File: src/rtl/stopwatch_seg7_scan_if.sv
// Display-stage bundle: binary time values and the blank request going in,
// multiplexed common-anode digit/segment drive coming out.
interface stopwatch_seg7_scan_if;
   logic [7:0] min_i;
   logic [7:0] sec_i;
   logic [7:0] ms_10_i;
   logic       blank_i;
   logic [5:0] an_o;
   logic [6:0] seg_o;
   logic       dp_o;

   modport master (
      output min_i, sec_i, ms_10_i, blank_i,
      input  an_o, seg_o, dp_o
   );

   modport slave (
      input  min_i, sec_i, ms_10_i, blank_i,
      output an_o, seg_o, dp_o
   );
endinterface

File: src/rtl/stopwatch_seg7_scan.sv
// Time-multiplexes MM.SS.CC onto a 6-digit common-anode 7-segment display;
// inputs are snapshotted once per scan frame so a frame never mixes values.
module stopwatch_seg7_scan #(
   parameter int SCAN_DIV = 50000,
   parameter bit LZ_BLANK = 1'b1
) (
   input  logic                  clk_core,
   input  logic                  rst,
   stopwatch_seg7_scan_if.slave  bus
);
   localparam int DW = (SCAN_DIV > 1) ? $clog2(SCAN_DIV) : 1;

   logic [DW-1:0]   div_cnt_q, div_cnt_d;
   logic [2:0]      idx_q, idx_d;
   logic            load_pend_q, load_pend_d;
   // Snapshot fields: [0] hundredths, [1] seconds, [2] minutes.
   logic [2:0][7:0] snap_q, snap_d;
   logic [5:0]      an_q, an_d;
   logic [6:0]      seg_q, seg_d;
   logic            dp_q, dp_d;

   logic [2:0][3:0] tens_w, ones_w;

   function automatic logic [6:0] seg_lut(input logic [3:0] d);
      logic [6:0] s;
      case (d)
         4'd0:    s = 7'h40;
         4'd1:    s = 7'h79;
         4'd2:    s = 7'h24;
         4'd3:    s = 7'h30;
         4'd4:    s = 7'h19;
         4'd5:    s = 7'h12;
         4'd6:    s = 7'h02;
         4'd7:    s = 7'h78;
         4'd8:    s = 7'h00;
         default: s = 7'h10;
      endcase
      return s;
   endfunction

   // Clamp the full 8-bit value before splitting, so 150 reads as 99.
   generate
      for (genvar gi = 0; gi < 3; gi++) begin : g_split
         logic [7:0] clamp_w, tens8_w, ones8_w;
         assign clamp_w     = (snap_q[gi] > 8'd99) ? 8'd99 : snap_q[gi];
         assign tens8_w     = clamp_w / 8'd10;
         assign ones8_w     = clamp_w % 8'd10;
         assign tens_w[gi]  = tens8_w[3:0];
         assign ones_w[gi]  = ones8_w[3:0];
      end
   endgenerate

   always_comb begin
      logic       div_end;
      logic       off;
      logic [3:0] digit;

      div_end     = (div_cnt_q == DW'(SCAN_DIV - 1));
      div_cnt_d   = div_end ? '0 : div_cnt_q + DW'(1);
      idx_d       = idx_q;
      if (div_end) begin
         idx_d = (idx_q == 3'd5) ? 3'd0 : idx_q + 3'd1;
      end

      snap_d      = snap_q;
      load_pend_d = load_pend_q;
      if ((div_end && idx_q == 3'd5) || load_pend_q) begin
         snap_d[0]   = bus.ms_10_i;
         snap_d[1]   = bus.sec_i;
         snap_d[2]   = bus.min_i;
         load_pend_d = 1'b0;
      end

      // Odd slots carry the tens digit, even slots the ones digit.
      digit = idx_q[0] ? tens_w[idx_q[2:1]] : ones_w[idx_q[2:1]];
      off   = bus.blank_i || (LZ_BLANK && idx_q == 3'd5 && tens_w[2] == 4'd0);

      an_d  = off ? 6'h3F : ~(6'b000001 << idx_q);
      seg_d = off ? 7'h7F : seg_lut(digit);
      dp_d  = off ? 1'b1  : !(idx_q == 3'd2 || idx_q == 3'd4);
   end

   always_ff @(posedge clk_core) begin
      if (!rst) begin
         div_cnt_q   <= '0;
         idx_q       <= 3'd0;
         load_pend_q <= 1'b1;
         snap_q      <= '0;
         an_q        <= 6'h3F;
         seg_q       <= 7'h7F;
         dp_q        <= 1'b1;
      end else begin
         div_cnt_q   <= div_cnt_d;
         idx_q       <= idx_d;
         load_pend_q <= load_pend_d;
         snap_q      <= snap_d;
         an_q        <= an_d;
         seg_q       <= seg_d;
         dp_q        <= dp_d;
      end
   end

   assign bus.an_o  = an_q;
   assign bus.seg_o = seg_q;
   assign bus.dp_o  = dp_q;
endmodule

File: src/flat_wrapper.sv
// flat-port wrapper written by rule: the top's interface ports become plain ports
module stopwatch_seg7_scan_flat 
#(
   parameter int SCAN_DIV = 50000,
   parameter bit LZ_BLANK = 1'b1
)
  (clk_core, rst, bus_min_i, bus_sec_i, bus_ms_10_i, bus_blank_i, bus_an_o, bus_seg_o, bus_dp_o);
  stopwatch_seg7_scan_if bus_i ();
  input  logic clk_core;
  input  logic rst;
  input wire logic [$bits(bus_i.min_i)-1:0] bus_min_i;
  input wire logic [$bits(bus_i.sec_i)-1:0] bus_sec_i;
  input wire logic [$bits(bus_i.ms_10_i)-1:0] bus_ms_10_i;
  input wire logic [$bits(bus_i.blank_i)-1:0] bus_blank_i;
  output wire logic [$bits(bus_i.an_o)-1:0] bus_an_o;
  output wire logic [$bits(bus_i.seg_o)-1:0] bus_seg_o;
  output wire logic [$bits(bus_i.dp_o)-1:0] bus_dp_o;
  assign bus_i.min_i = bus_min_i;
  assign bus_i.sec_i = bus_sec_i;
  assign bus_i.ms_10_i = bus_ms_10_i;
  assign bus_i.blank_i = bus_blank_i;
  assign bus_an_o = bus_i.an_o;
  assign bus_seg_o = bus_i.seg_o;
  assign bus_dp_o = bus_i.dp_o;
  stopwatch_seg7_scan #(.SCAN_DIV(SCAN_DIV), .LZ_BLANK(LZ_BLANK)) u_core (.clk_core(clk_core), .rst(rst), .bus(bus_i));
endmodule
File: config.mk
export PLATFORM = sky130hd
export DESIGN_NAME = stopwatch_seg7_scan_flat
export DESIGN_NICKNAME = d
export VERILOG_FILES = /design/src/rtl/stopwatch_seg7_scan_if.sv /design/src/rtl/stopwatch_seg7_scan.sv /design/src/flat_wrapper.sv
export SDC_FILE = /design/constraint.sdc
export NUM_CORES = 1
export LEC_CHECK = 0
export BUFFER_PORTS_ARGS = -buffer_cell sky130_fd_sc_hd__buf_4
export CORE_MARGIN = 5
export CORE_UTILIZATION = 38
export CTS_BUF_LIST = sky130_fd_sc_hd__clkbuf_8
export CTS_CLUSTER_DIAMETER = 150
export DETAILED_ROUTE_END_ITERATION = 7
export PLACE_DENSITY = 0.67
export SYNTH_ARGS = -nofsm -noshare
export SYNTH_HDL_FRONTEND = slang
export SYNTH_SLANG_ARGS = --single-unit
File: constraint.sdc
create_clock -name clk_core -period 2.5 [get_ports clk_core]
set_input_delay 0.25 -clock clk_core [delete_from_list [all_inputs] [get_ports clk_core]]
set_output_delay 0.25 -clock clk_core [all_outputs]
set_load 0.01 [all_outputs]
==> run metrics, run 1 <==
drt wl/cell=14.6 µm; Clock Path Buffers=2; worst hold path class=primary input to flip-flop; Fill cells=about 900; Hold Crit Endpoint=u_core.snap_q[9]$_SDFFE_PN0P_; Detail Placement HPWL=7.33 mm; largest net degree at the start of global routing=30; R2R depth=13; sequential cell area=0.00119 mm²; sequential fraction of the synthesis area=slightly above 30%; Die H=approximately 110 µm; largest area contributor in the netlist=dfxtp_1; worst path arrival time=2.98 ns; Req. time, crit path=roughly 2.8 ns; pre-CTS setup slack=-0.307 ns; R2R setup slack=-0.21 ns; hold path cells=3; top layer in use=met4; DRC viols=0; most frequent CP cell=buf_4; drt pass-1 iters=4; failing checks=setup timing; CP Max Fanout=7; Hold Startpoint=bus_sec_i[1]; die footprint=0.0120 mm²; fin area=0.00521 mm²; ratio of cells with drive above 1 in the final layout=34.9%; first-pass GRT wire length=17.0 mm; max cap viols=0; Slew @ Worst Pin=between 0.4 and 0.5 ns; H-Tree Depth=3; routed wl met3=between 400 and 500 µm; # diodes=0; most common cell after layout, fill and taps aside=buf_4; Layout Utilization=between 50% and 60%; GR Util All Layers=18.0%; Clock Sinks=58; hold_ws=approximately 0.13 ns; status=finished, violations left; initial antenna violation count=0; Hold Vio Cnt, Final=0; initial core utilization=roughly 39%; CTS tree=yes; max incr delay on CP=0.54 ns; vias in the first global route=between 3000 and 4000; Reg-to-Reg End=u_core.bus.seg_o[5]$_SDFF_PP1_; root buffer cell=clkbuf_8; Critical Path Start=u_core.snap_q[18]$_SDFFE_PN0P_; wire length on met2=a little over 5 mm; cts bufs inserted=9; Critical-path top delay cell=or4_1; YS warnings=0; highest clock rate=369 MHz; Clock transition at path regs=approximately 0.070 ns; FFs w/ async S/R, synth=0%; vias per std cell=5.26; commonest non-fill, non-tap cells in the layout=119 x buf_4, 67 x nor2_1, 47 x dfxtp_1; Post-Syn Area=around 0.0038 mm²; RD Place Congestion=slightly below 0.9; CP endpoint kind=flip-flop; area grow syn2layout=38.4%; wl on met1=4.54 mm; io pins=41; peak supply drop=0.000270 V; Max Slew Vio Count=0; Iter 0 DRT Violations=256; final period utilization=108%; port bufs=40; CP bufs+invs=4; global route overflow=0; area share of the largest cell type after synthesis=between 30% and 40%; flops & latches, synth=58; chip width=110 µm; Routed WL=10.3 mm; Rows=36; core area=0.00973 mm²; PwrDens=about 520 mW/mm²; post-place instance area=between 0.004 and 0.005 mm²; Synth Net Count=approximately 500; Setup CP Type=flip-flop to flip-flop; Vias=roughly 3700; Cell Chain, Critical Path=buf_4 > buf_4 > nor4bb_4 > a32oi_1 > nand2_1 > or4_1 > o311ai_2 > o311ai_4 > buf_4 > ha_1 > inv_1 > o2111ai_1 > o211ai_1; dominant synthesized flop cell=dfxtp_1; final net count=approximately 600; Mapped Cells=460; final setup margin=-0.208 ns; multi-input logic area=0.00252 mm²; delay-heaviest family, CP=simple AND/OR/NAND/NOR gates; critical path launch point type=flip-flop; synth top area cells=dfxtp_1 31%, nor2_1 7.0%, mux2i_1 6.7%, ha_1 3.7%, xnor2_1 3.3%; RSZ-0062 raised after global routing=yes; clk_skew=around 0.010 ns; syn_area_per_cell=between 8 and 9 µm²; slew margin rel.=68.4%; Post-synth EDFFs=0; reg-to-reg startpoint=u_core.snap_q[18]$_SDFFE_PN0P_; clk_lat worst skew=around 0.35 ns; Cell variety after synth=77; final setup violating endpoints=7; leakage=~2.2 nW; Post-DRT Antenna Nets=0; Period minus WS final=2.71 ns
[Yosys cell counts (3+ instances only)]
cell type  count
xnor2_1       14
nor2b_1       10
a31oi_1        3
buf_6          4
nor4_1         4
nand2b_1      12
o211ai_1       6
dfxtp_1       58
o221ai_1       3
xor2_1         4
inv_2          3
mux2i_1       25
o2111ai_1      5
nor3b_1        3
o311a_1        3
nand2_1       24
clkbuf_1      14
nand3_1       18
o21ai_0       20
a21oi_1       16
inv_1         23
nor2_1        70
or3_1          6
nand4_1        5
a22oi_1        3
nor4bb_1       3
a21o_1         5
nor3_1         6
and3b_1        3
a211oi_1       4
nand3b_1       5
buf_2          8
a21oi_2        3
ha_1          11
[how the worst max path moves through the flow]
stage,end,slack [ns],depth (start not counted)
floorplan,u_core.bus.seg_o[4]$_SDFF_PP1_,-0.08,11
global placement,u_core.bus.seg_o[4]$_SDFF_PP1_,-0.23,9
detailed placement,u_core.bus.seg_o[2]$_SDFF_PP1_,-0.31,11
CTS,u_core.bus.seg_o[4]$_SDFF_PP1_,-0.16,12
global route,u_core.bus.seg_o[5]$_SDFF_PP1_,-0.34,13
finish,u_core.bus.seg_o[5]$_SDFF_PP1_,-0.21,13
[final cells by class]
type                    instances  share of cell area, %
clock buffers                  10                   2.64
clock inverters                 5                   1.51
inverters                      28                   2.07
multi-input cells             346                   48.4
flip-flops and latches         58                   22.8
well taps                     133                   3.19
repair buffers                129                   19.4
[registers in the layout, summed over array words and instances, names as in the netlist]
name / flops
u_core.snap_q: 24
u_core.idx_q: 3
u_core.bus.dp_o: 1
u_core.load_pend_q: 1
u_core.bus.seg_o: 7
u_core.div_cnt_q: 16
u_core.bus.an_o: 6
[worst register-to-register path: cells and delay by family (launching register included)]
kind / cells / cell delay [ns]
flops: 1 / 0.37
simple gates: 3 / 0.84
compound gates: 5 / 0.76
buf+inv: 4 / 0.49
fa+ha+maj: 1 / 0.18
[cell families after synthesis]
kind of cell,after synthesis,synth area share [%]
simple gates,186,25.7
compound gates,106,22.1
mux,25,6.65
flops,58,30.9
fa+ha+maj,11,3.66
buf+inv,56,6.85
xor+xnor,18,4.19
[through the flow]
| step | total power [mW] | TNS [ns] | std cells |
|---|---|---|---|
| 2_1_floorplan | 1.43 | -0.336 | 460 |
| 3_3_place_gp | 1.66 | -2.41 | 679 |
| 3_5_place_dp | 1.68 | -2.58 | 679 |
| 4_1_cts | 2.69 | -1.06 | 705 |
| 5_1_grt | 2.86 | -1.95 | 709 |
| 6_report | 2.72 | -1.02 | 709 |
[metal layers]
metal  GRT usage [%]  up-vias
met1            20.8     1756
met5               0        -
met2            32.3       84
li1                -     1877
met4            8.37        0
met3            2.70       13
[where the power goes]
part	switching, mW	internal [mW]
Sequential	0.0437	0.966
Combinational	0.357	0.389
Clock	0.379	0.580
[repair_timing]
action | in CTS | in global routing
buffers inserted | 11 | 5
pin swaps | 15 | 18
resized for setup | 30 | 31
hold buffers | 0 | 0
setup endpoints to repair | 14 | 14
endpoints found under the hold margin | 0 | 0
No activity file was read; power rests on OpenSTA's default activity.
==> run 2, diff against run 1 <==
SKIP_CTS_REPAIR_TIMING = 1   (was default)
==> run metrics, run 2 (synthesis results as in run 1) <==
Period minus WS final=~2.7 ns; Fill cells=around 920; Hold Startpoint=bus_sec_i[1]; # diodes=0; hold_ws=roughly 0.13 ns; most frequent CP cell=buf_4; root buffer cell=clkbuf_8; io pins=41; RSZ-0062 raised after global routing=yes; placed cells=roughly 680; die footprint=0.0120 mm²; H-Tree Depth=3; slew margin rel.=69.8%; sequential cell area=0.00118 mm²; first-pass GRT wire length=approximately 17 mm; Die H=110 µm; initial core utilization=38.7%; worst hold path class=primary input to flip-flop; final std cells w/o fill=699; Slew @ Worst Pin=between 0.4 and 0.5 ns; GR Util All Layers=roughly 17%; R2R setup slack=-0.22 ns; Critical Path Start=u_core.snap_q[3]$_SDFFE_PN0P_; fin area=around 0.0051 mm²; RD Place Congestion=slightly below 0.9; final net count=600; critical path launch point type=flip-flop; Clock Sinks=58; Routed WL=a little over 10 mm; Setup CP Type=flip-flop to flip-flop; Critical-path top delay cell=dfxtp_4; Vias=3676; final setup violating endpoints=9; leakage=2.12 nW; commonest non-fill, non-tap cells in the layout=112 x buf_4, 69 x nor2_1, 47 x dfxtp_1; clk_skew=roughly 0.0094 ns; port bufs=40; global route overflow=0; max cap viols=0; failing checks=setup timing; max incr delay on CP=around 0.37 ns; multi-input logic area=approximately 0.0025 mm²; final period utilization=109%; Most flops, register=u_core.snap_q; vias per std cell=around 5.3; status=finished, violations left; Iter 0 DRT Violations=228; Largest register FFs=24; Req. time, crit path=2.72 ns; vias in the first global route=between 3000 and 4000; PwrDens=between 500 and 600 mW/mm²; Hold Vio Cnt, Final=0; Clock transition at path regs=0.07 ns; CP Max Fanout=7; largest net degree at the start of global routing=30; most common cell after layout, fill and taps aside=buf_4; post-place instance area=0.00467 mm²; Max Slew Vio Count=0; CTS tree=yes; Cell Chain, Critical Path=buf_6 > or3_4 > o221ai_1 > a32o_1 > buf_4 > a21oi_2 > o311a_1 > o311ai_4 > buf_4 > ha_2 > inv_1 > o2111ai_1 > o211ai_1; final setup margin=-0.217 ns; Post-DRT Antenna Nets=0; initial antenna violation count=0; clk_lat worst skew=roughly 0.35 ns; cts bufs inserted=9; chip width=~110 µm; Rows=36; Clock Path Buffers=2; ratio of cells with drive above 1 in the final layout=roughly a third; area grow syn2layout=35.0%; CP endpoint kind=flip-flop; Detail Placement HPWL=between 7 and 8 mm; drt wl/cell=14.4 µm; highest clock rate=368 MHz; worst path arrival time=between 2 and 3 ns; core area=approximately 0.01 mm²; peak supply drop=0.000270 V; DRC viols=0; drt pass-1 iters=4; reg-to-reg startpoint=u_core.snap_q[3]$_SDFFE_PN0P_
run 2: power breakdown:
part           internal [mW]  switching [mW]
clock network          0.580           0.379
logic                  0.369           0.345
registers              0.967          0.0442
run 2: final timing paths:
kind,end,cells past startpoint
max,u_core.bus.seg_o[5]$_SDFF_PP1_,13
min,u_core.snap_q[9]$_SDFFE_PN0P_,3
max reg2reg,u_core.bus.seg_o[5]$_SDFF_PP1_,13
min reg2reg,u_core.div_cnt_q[0]$_SDFF_PP0_,1
run 2: area by class of cell:
| class | instances | area share [%] |
|---|---|---|
| Sequential cell | 58 | 23.3 |
| Inverter | 28 | 2.12 |
| Clock inverter | 5 | 1.55 |
| Multi-Input combinational cell | 346 | 48.9 |
| Timing Repair Buffer | 119 | 18.2 |
| Clock buffer | 10 | 2.71 |
| Tap cell | 133 | 3.28 |
run 2: layer usage:
metal / routed length, µm / track usage (%) / vias to the layer above
li1: - / - / 1858
met1: 4440 / 20.2 / 1733
met2: 5020 / 30.9 / 67
met3: 389 / 2.76 / 18
met4: 234 / 8.10 / 0
met5: 0 / 0 / -
run 2: worst max-delay path: cells and delay by family (launching register included):
kind | cells | cell delay, ns
simple gates | 1 | 0.37
fa+ha+maj | 1 | 0.15
buf+inv | 4 | 0.48
compound gates | 7 | 1.23
flops | 1 | 0.37
run 2: metrics by stage:
step	worst slack, ns	util (%)	setup TNS [ns]	power, mW
final	-0.217	52.2	-1.08	2.68
after global routing	-0.318	52.2	-2.39	2.83
after CTS	-0.314	50.2	-2.88	2.65
after detailed placement	-0.307	48.0	-2.58	1.68
after global placement	-0.233	48.0	-2.41	1.66
after floorplan	-0.0849	-	-0.336	1.43
==> run 3, diff against run 2 <==
CAP_MARGIN = 20   (was default)
CTS_BUF_LIST = sky130_fd_sc_hd__clkbuf_4   (was sky130_fd_sc_hd__clkbuf_8)
==> run metrics, run 3 (synthesis results as in run 1) <==
Iter 0 DRT Violations=roughly 200; Cell Chain, Critical Path=buf_4 > and3b_1 > o21ai_0 > nand3_2 > or4_1 > o311ai_1 > o311ai_4 > buf_4 > ha_1 > inv_1 > o2111ai_1 > o211ai_1; Largest register FFs=24; slew margin rel.=~67%; fin area=roughly 0.0050 mm²; Critical-path top delay cell=or4_1; global route overflow=0; root buffer cell=clkbuf_4; Hold Startpoint=bus_sec_i[1]; RD Place Congestion=slightly below 0.9; Vias=around 3700; Clock Sinks=58; Post-DRT Antenna Nets=0; most frequent CP cell=buf_4; DRC viols=0; CTS tree=yes; Slew @ Worst Pin=slightly below 0.5 ns; worst hold path class=primary input to flip-flop; Req. time, crit path=around 2.9 ns; Hold Vio Cnt, Final=0; CP Max Fanout=9; Clock power frac=a little under a third; commonest non-fill, non-tap cells in the layout=111 x buf_4, 69 x nor2_1, 48 x dfxtp_1; largest net degree at the start of global routing=30; io pins=41; chip width=110 µm; vias per std cell=5.25; post-place instance area=about 0.0047 mm²; vias in the first global route=3648; switching share of total power=between 30% and 40%; initial antenna violation count=0; Detail Placement HPWL=7.33 mm; Period minus WS final=about 2.7 ns; Reg-to-Reg End=u_core.bus.seg_o[5]$_SDFF_PP1_; Max Slew Vio Count=0; placed cells=approximately 680; PwrDens=~500 mW/mm²; final setup violating endpoints=7; Setup CP Type=flip-flop to flip-flop; Logic pwr share=approximately 29%; H-Tree Depth=3; switching pwr=~0.76 mW; critical path launch point type=flip-flop; R2R setup slack=-0.20 ns; Most flops, register=u_core.snap_q; Clock transition at path regs=~0.11 ns; final net count=598; status=finished, violations left; port bufs=40; highest clock rate=around 370 MHz; final setup margin=-0.203 ns; hold path cells=3; leakage=between 2 and 2.5 nW; final std cells w/o fill=around 700; Rows=36; drt pass-1 iters=4; cts bufs inserted=9; Clock Path Buffers=2; final period utilization=108%; Layout Utilization=around half; Int Pwr=~1.7 mW; worst path arrival time=slightly above 3 ns; R2R depth=12; peak supply drop=~0.00025 V; first-pass GRT wire length=roughly 17 mm; CP endpoint kind=flip-flop; area grow syn2layout=32.4%; RSZ-0062 raised after global routing=yes; failing checks=setup timing; max cap viols=0; Pwr Total=2.49 mW; max incr delay on CP=between 0.4 and 0.5 ns; clk_skew=approximately 0.018 ns; ratio of cells with drive above 1 in the final layout=a little under a third; Die H=~110 µm; clk_lat worst skew=approximately 0.45 ns; most common cell after layout, fill and taps aside=buf_4; initial core utilization=38.7%; reg-to-reg startpoint=u_core.snap_q[19]$_SDFFE_PN0P_; drt wl/cell=14.4 µm; Hold Crit Endpoint=u_core.snap_q[9]$_SDFFE_PN0P_; core area=~0.0097 mm²; die footprint=0.0120 mm²; GR Util All Layers=between 10% and 20%; Routed WL=10.0 mm; Sequential Power Share=40.6%
==> run 3: cell count changes in the layout (fill, tap and decap cells not counted), moves of 2 or more <==
cell      delta
ha_1         +2
o21ai_0      +2
clkbuf_4     +9
ha_2         -2
o21ai_1      -2
clkbuf_8    -10
==> run 3: critical path, delay by kind of cell, from the launching register on <==
family / cells / cell delay (ns)
AOI/OAI and AO/OA: 5 / 0.92
DFF: 1 / 0.38
adders and majority gates: 1 / 0.18
buffers and inverters: 3 / 0.37
and+or+nand+nor: 3 / 0.79
==> run 3: how the worst max path moves through the flow <==
stage          slack (ns)                             end                           start  depth (start not counted)
5_1_grt             -0.33  u_core.bus.seg_o[5]$_SDFF_PP1_  u_core.snap_q[18]$_SDFFE_PN0P_                         12
2_1_floorplan       -0.08  u_core.bus.seg_o[4]$_SDFF_PP1_  u_core.snap_q[18]$_SDFFE_PN0P_                         11
4_1_cts             -0.34  u_core.bus.seg_o[2]$_SDFF_PP1_   u_core.snap_q[3]$_SDFFE_PN0P_                         11
3_5_place_dp        -0.31  u_core.bus.seg_o[2]$_SDFF_PP1_   u_core.snap_q[6]$_SDFFE_PN0P_                         11
3_3_place_gp        -0.23  u_core.bus.seg_o[4]$_SDFF_PP1_  u_core.snap_q[19]$_SDFFE_PN0P_                          9
6_report            -0.20  u_core.bus.seg_o[5]$_SDFF_PP1_  u_core.snap_q[19]$_SDFFE_PN0P_                         12
==> run 3: cell type report <==
type | instances | area, µm²
clock buffers | 9 | 67.6
fillers | 932 | 4750
well taps | 133 | 166
clock inverters | 6 | 82.6
multi-input cells | 346 | 2460
repair buffers | 117 | 910
diodes | 1 | 2.50
flip-flops and latches | 58 | 1180
inverters | 28 | 108
==> run 3: power by group through the flow <==
stage	sequential, mW	combinational (mW)	clock (mW)
after floorplan	1.02	0.415	0
after global placement	1.03	0.632	0
after detailed placement	1.03	0.648	0
after CTS	1.01	0.652	0.783
after global routing	1.02	0.782	0.823
final	1.01	0.714	0.763
==> run 3: per-layer routing <==
layer,GRT usage (%),share of wire [%],up-vias
met4,6.95,1.9,0
met5,0,0,-
met2,30.8,50,67
li1,-,-,1853
met1,20.4,44,1730
met3,3.17,4.3,15
==> run 3: through the flow <==
step | hold WS [ns] | setup TNS (ns) | setup slack [ns]
detailed placement | 0.454 | -2.58 | -0.307
global route | 0.0283 | -2.19 | -0.332
finish | 0.0280 | -1.16 | -0.203
floorplan | 0.394 | -0.336 | -0.0849
CTS | 0.0165 | -3.01 | -0.336
global placement | 0.441 | -2.41 | -0.233
